File: src/rtl/axis_text_frame_buffer.sv
// axis_text_frame_buffer
// AXI4-Stream slave that assembles a character frame beat by beat into a
// shadow buffer and publishes it atomically on a line bus for the display.
// Malformed frames (early or missing tlast) are dropped and flagged.

module axis_text_frame_buffer #(
    parameter int LINE_CHARS = 16,
    parameter int NUM_LINES  = 4,
    parameter int BEAT_CHARS = 4
) (
    input  logic                               clk,
    input  logic                               reset,
    input  logic [BEAT_CHARS*8-1:0]            s_axis_tdata,
    input  logic                               s_axis_tvalid,
    output logic                               s_axis_tready,
    input  logic                               s_axis_tlast,
    input  logic                               freeze,
    input  logic                               clear,
    output logic [NUM_LINES*LINE_CHARS*8-1:0]  lines_out,
    output logic                               frame_commit,
    output logic                               frame_err,
    output logic [7:0]                         frame_count
);

    localparam int BW  = BEAT_CHARS * 8;
    localparam int TOT = NUM_LINES * LINE_CHARS * 8;
    localparam int BPL = LINE_CHARS / BEAT_CHARS;
    localparam int BPF = BPL * NUM_LINES;
    localparam int KW  = (BPF > 1) ? $clog2(BPF) : 1;

    localparam logic [KW-1:0]  LAST_K = KW'(BPF - 1);
    localparam logic [TOT-1:0] SPACES = {(TOT/8){8'h20}};

    localparam logic [1:0] ST_FILL    = 2'd0;
    localparam logic [1:0] ST_DISCARD = 2'd1;
    localparam logic [1:0] ST_COMMIT  = 2'd2;
    localparam logic [1:0] ST_HOLD    = 2'd3;

    logic [1:0]     state_r;
    logic [KW-1:0]  k_r;
    logic [TOT-1:0] shadow_r;
    logic [TOT-1:0] lines_r;
    logic           commit_r;
    logic           err_r;
    logic [7:0]     count_r;
    logic           tready_s;
    logic           xfer_s;

    // Ready depends only on registered state and the clear command.
    always_comb begin
        tready_s = 1'b0;
        if (clear) begin
            tready_s = 1'b0;
        end else begin
            case (state_r)
                ST_FILL:    tready_s = 1'b1;
                ST_DISCARD: tready_s = 1'b1;
                default:    tready_s = 1'b0;
            endcase
        end
    end

    assign xfer_s = s_axis_tvalid & tready_s;

    // Shadow buffer: beat k lands at global character k*BEAT_CHARS, line 0 at the MSB end.
    always_ff @(posedge clk or negedge reset) begin
        if (!reset) begin
            shadow_r <= SPACES;
        end else if (xfer_s && (state_r == ST_FILL)) begin
            for (int b = 0; b < BPF; b++) begin
                if (k_r == KW'(b)) begin
                    shadow_r[TOT-1-b*BW -: BW] <= s_axis_tdata;
                end
            end
        end
    end

    // Frame FSM, beat index, display register, commit pulse, error flag and frame counter.
    always_ff @(posedge clk or negedge reset) begin
        if (!reset) begin
            state_r  <= ST_FILL;
            k_r      <= '0;
            lines_r  <= SPACES;
            commit_r <= 1'b0;
            err_r    <= 1'b0;
            count_r  <= 8'd0;
        end else if (clear) begin
            state_r  <= ST_FILL;
            k_r      <= '0;
            lines_r  <= SPACES;
            commit_r <= 1'b0;
            err_r    <= 1'b0;
        end else begin
            commit_r <= 1'b0;
            case (state_r)
                ST_FILL: begin
                    if (xfer_s) begin
                        if (k_r == LAST_K) begin
                            k_r <= '0;
                            if (s_axis_tlast) begin
                                state_r <= ST_COMMIT;
                            end else begin
                                err_r   <= 1'b1;
                                state_r <= ST_DISCARD;
                            end
                        end else if (s_axis_tlast) begin
                            err_r <= 1'b1;
                            k_r   <= '0;
                        end else begin
                            k_r <= k_r + KW'(1);
                        end
                    end
                end
                ST_DISCARD: begin
                    if (xfer_s && s_axis_tlast) begin
                        k_r     <= '0;
                        state_r <= ST_FILL;
                    end
                end
                ST_COMMIT: begin
                    if (freeze) begin
                        state_r <= ST_HOLD;
                    end else begin
                        lines_r  <= shadow_r;
                        commit_r <= 1'b1;
                        count_r  <= count_r + 8'd1;
                        k_r      <= '0;
                        state_r  <= ST_FILL;
                    end
                end
                ST_HOLD: begin
                    if (!freeze) begin
                        state_r <= ST_COMMIT;
                    end
                end
                default: begin
                    state_r <= ST_FILL;
                    k_r     <= '0;
                end
            endcase
        end
    end

    assign s_axis_tready = tready_s;
    assign lines_out     = lines_r;
    assign frame_commit  = commit_r;
    assign frame_err     = err_r;
    assign frame_count   = count_r;

endmodule

File: config.mk
export PLATFORM = sky130hd
export DESIGN_NAME = axis_text_frame_buffer
export DESIGN_NICKNAME = d
export VERILOG_FILES = /design/src/rtl/axis_text_frame_buffer.sv
export SDC_FILE = /design/constraint.sdc
export NUM_CORES = 1
export LEC_CHECK = 0
export BUFFER_PORTS_ARGS = -buffer_cell sky130_fd_sc_hd__buf_2
export CORE_MARGIN = 2
export CORE_UTILIZATION = 55
export DETAILED_ROUTE_END_ITERATION = 10
export PLACE_DENSITY = 0.86
export REMOVE_ABC_BUFFERS = 1
export SYNTH_ARGS = -nofsm -noshare
export SYNTH_HDL_FRONTEND = slang
export SYNTH_SLANG_ARGS = --single-unit
File: constraint.sdc
create_clock -name clk -period 2.7 [get_ports clk]
set_input_delay 0.54 -clock clk [delete_from_list [all_inputs] [get_ports clk]]
set_output_delay 0.54 -clock clk [all_outputs]
set_load 0.05 [all_outputs]
==> flow_summary_export.csv <==
group,metric,value,unit
status,status,"finished clean",
routing,vias,24900,
timing,fin_worst_skew,0.0200,ns
timing,rsz0062_at_grt,"false",
finish,areaGrowthSynthToFinish,21.3,%
synthesis,synth.top_cells.by_area,"dfrtp_1 60%, mux2_2 15%, a22o_1 10%",
min_path,worstHoldStart,"freeze",
synthesis,synthFlopType,"dfrtp_1",
grt,grt_use_met2,49.3,%
worst_setup_path,crit_arrival,3.18,ns
routing,wirelength,110,mm
worst_setup_path,regToRegStartpoint,"state_r[0]",
timing,finalSetupViolations,0,
synthesis,synthArstFlopShare,100,%
worst_setup_path,cp-end-kind,"flop",
pwr,power.density,714,nW/um2
grt,antenna_found_initial,3,
grt,grt-busiest-layer,"met2",
timing,tightest_slew,0.782,ns
synthesis,yosys_warnings,0,
grt,grt_pass1_wl,165,mm
grt,met1_usage,39.5,%
timing,hold_violations,0,
synthesis,synth.most_common_cell,"dfrtp_1",
routing,firstDrtPassIters,5,
finish,layout-drive-gt1-share,49.8,%
synthesis,synth_cell_types,44,
synthesis,synth_area_leader_cell,"dfrtp_1",
clocking,cts.sinks,1040,
clocking,htreeDepth,3,
synthesis,syn_area_per_cell,16.1,um2
grt,grt_start_max_net_pins,72,
clocking,clk_path_buf_depth,3,
synthesis,netlist_instances,2360,
floorplan,core_area,68600,um2
finish,fin_util,67.3,%
timing,fin_hold_ws,0.260,ns
routing,wire_per_inst,27.7,um
grt,met3_usage,6.24,%
worst_setup_path,cp-startpoint,"state_r[0]",
floorplan,die-area,71300,um2
floorplan,ios,561,
synthesis,yosysSeqAreaShare,68.8,%
finish,register_area,26200,um2
timing,max_freq,384,MHz
timing,final_min_period_over_clock_period,96.6,%
synthesis,synth_commonest_cells,"912 x dfrtp_1, 512 x mux2_2, 448 x a22o_1",
routing,drtIter0Drc,2366,
routing,drtAntennaViolNets,0,
placed_design,gp_congestion,0.870,
timing,slew_violations,0,
finish,fillers,4307,
timing,min_period,2.61,ns
worst_setup_path,path_class,"reg2reg",
worst_setup_path,critPathLaunchType,"flop",
synthesis,synth.top_cell.area_share,60.0,%
pwr,p_leak,23.7,nW
synthesis,synthesis.area,38100,um2
clocking,numCtsBuffers,100,
grt,overflow,0,
synthesis,synth-edff-count,0,
worst_setup_path,cp_max_fo,43,
routing,drc,0,
clocking,clk_latency,0.65,ns
clocking,tritoncts,"done",
finish,fin_nets,2986,
pwr,ir_drop,0.579,mV
clocking,path_clk_slew,0.07,ns
placed_design,post-dp-hpwl,66.4,mm
placed_design,portBuffers,560,
placed_design,dpl_worst_slack,0.239,ns
timing,setup_ws,0.0926,ns
floorplan,rows,96,
grt,grt_pass1_vias,26300,
run,max-cap-violations,0,
synthesis,synth.ff_latch_count,1040,
worst_setup_path,required,3.28,ns
timing,relSlewSlack,47.7,%
finish,multi_input_area,11000,um2
clocking,root_buffer,"clkbuf_16",
floorplan,die_y,267,um
grt,grt_use_total,30.6,%
floorplan,initial_core_util,55.5,%
routing,viasPerCell,6.28,
min_path,hold_path.class,"in2reg",
floorplan,die_x,267,um
## cell type report
type / instances / share of cell area [%]
flip-flops and latches: 1040 / 56.7
multi-input cells: 1114 / 23.8
repair buffers: 675 / 9.20
clock buffers: 142 / 6.38
well taps: 931 / 2.52
clock inverters: 47 / 1.32
inverters: 8 / 0.0813
diodes: 2 / 0.0108
## kinds of logic (layout without fill, tap and decap cells)
family / Yosys count / after routing / synth area share [%]
flip-flops: 1040 / 1040 / 68.8
AO/OA/AOI/OAI: 533 / 533 / 12.2
multiplexers: 512 / 512 / 15.1
buffers and inverters: 206 / 872 / 2.71
AND/OR/NAND/NOR: 52 / 52 / 0.680
adder cells (fa/ha/maj): 9 / 9 / 0.296
XOR/XNOR: 8 / 8 / 0.184
other: 0 / 2 / 0
## metrics by stage
stage / cells / TNS (ns) / total power (W) / cell area, um2
after global routing: 3959 / 0 / 0.0339 / 46200
after floorplan: 2162 / -3751.84 / 0.0174 / 37100
after CTS: 3957 / 0 / 0.0331 / 46200
final: 3959 / 0 / 0.0330 / 46200
after detailed placement: 3767 / 0 / 0.0183 / 42600
after global placement: 3767 / 0 / 0.0181 / 42600
## placed cells by master, fill, tap and decap left out, types with 2 or more instances in the layout
| cell | instances |
|---|---|
| a21o_1 | 3 |
| a21oi_1 | 2 |
| a22o_1 | 448 |
| and3_1 | 2 |
| buf_12 | 45 |
| buf_2 | 558 |
| buf_4 | 69 |
| bufinv_16 | 11 |
| clkbuf_1 | 18 |
| clkbuf_16 | 104 |
| clkbuf_8 | 20 |
| clkinv_2 | 23 |
| clkinv_4 | 3 |
| clkinvlp_4 | 3 |
| dfrtp_1 | 912 |
| dfstp_2 | 128 |
| diode_2 | 2 |
| ha_1 | 9 |
| inv_1 | 6 |
| inv_16 | 3 |
| inv_6 | 3 |
| mux2_2 | 512 |
| nand2_1 | 11 |
| nand3_1 | 5 |
| nand3_2 | 4 |
| nand4_1 | 3 |
| nand4b_1 | 2 |
| nor2_1 | 4 |
| nor2_4 | 12 |
| nor3b_1 | 2 |
| o21ai_0 | 2 |
| o22a_1 | 64 |
| xnor2_1 | 7 |
## where the power goes
| group | switching, W | internal (W) | leakage (nW) |
|---|---|---|---|
| Clock | 0.00619 | 0.00873 | 1.76 |
| Sequential | 0.000354 | 0.0162 | 13.9 |
| Combinational | 0.000870 | 0.000606 | 8.05 |
## sequential cells by signal, indices dropped and copies added (netlist names)
signal	count
frame_count	8
shadow_r	512
lines_out	512
state_r	2
frame_err	1
k_r	4
frame_commit	1
## metal layers
layer,wire length (um),vias up
li1,-,9896
met1,41700,13200
met2,53300,1395
met3,8340,387
met4,6220,0
met5,0,-
## what timing repair did
item	CTS	global route
setup endpoints to repair	0	1
hold endpoints to repair	35	0
buffers inserted	0	0
hold buffers	1	0
gates resized for setup	0	4
## critical path: stages, from the launching register on
cell and delay, ns:
dfrtp_1 0.43, inv_1 0.12, ha_1 0.38, or3b_2 0.64, inv_8 0.15, buf_12 0.25
buf_12 0.27, a22o_1 0.20
## final timing paths
| kind | to | slack [ns] | cells after the start |
|---|---|---|---|
| setup / recovery | lines_out[468] | 0.09 | 7 |
| hold / removal | state_r[0] | 0.26 | 3 |
| setup reg to reg | lines_out[468] | 0.09 | 7 |
| hold reg to reg | lines_out[367] | 0.49 | 1 |
| max in group asynchronous | lines_out[389] | 1.25 | 4 |
| min in group asynchronous | shadow_r[47] | 0.44 | 2 |
Note: power is estimated with default switching activity, not from simulation.
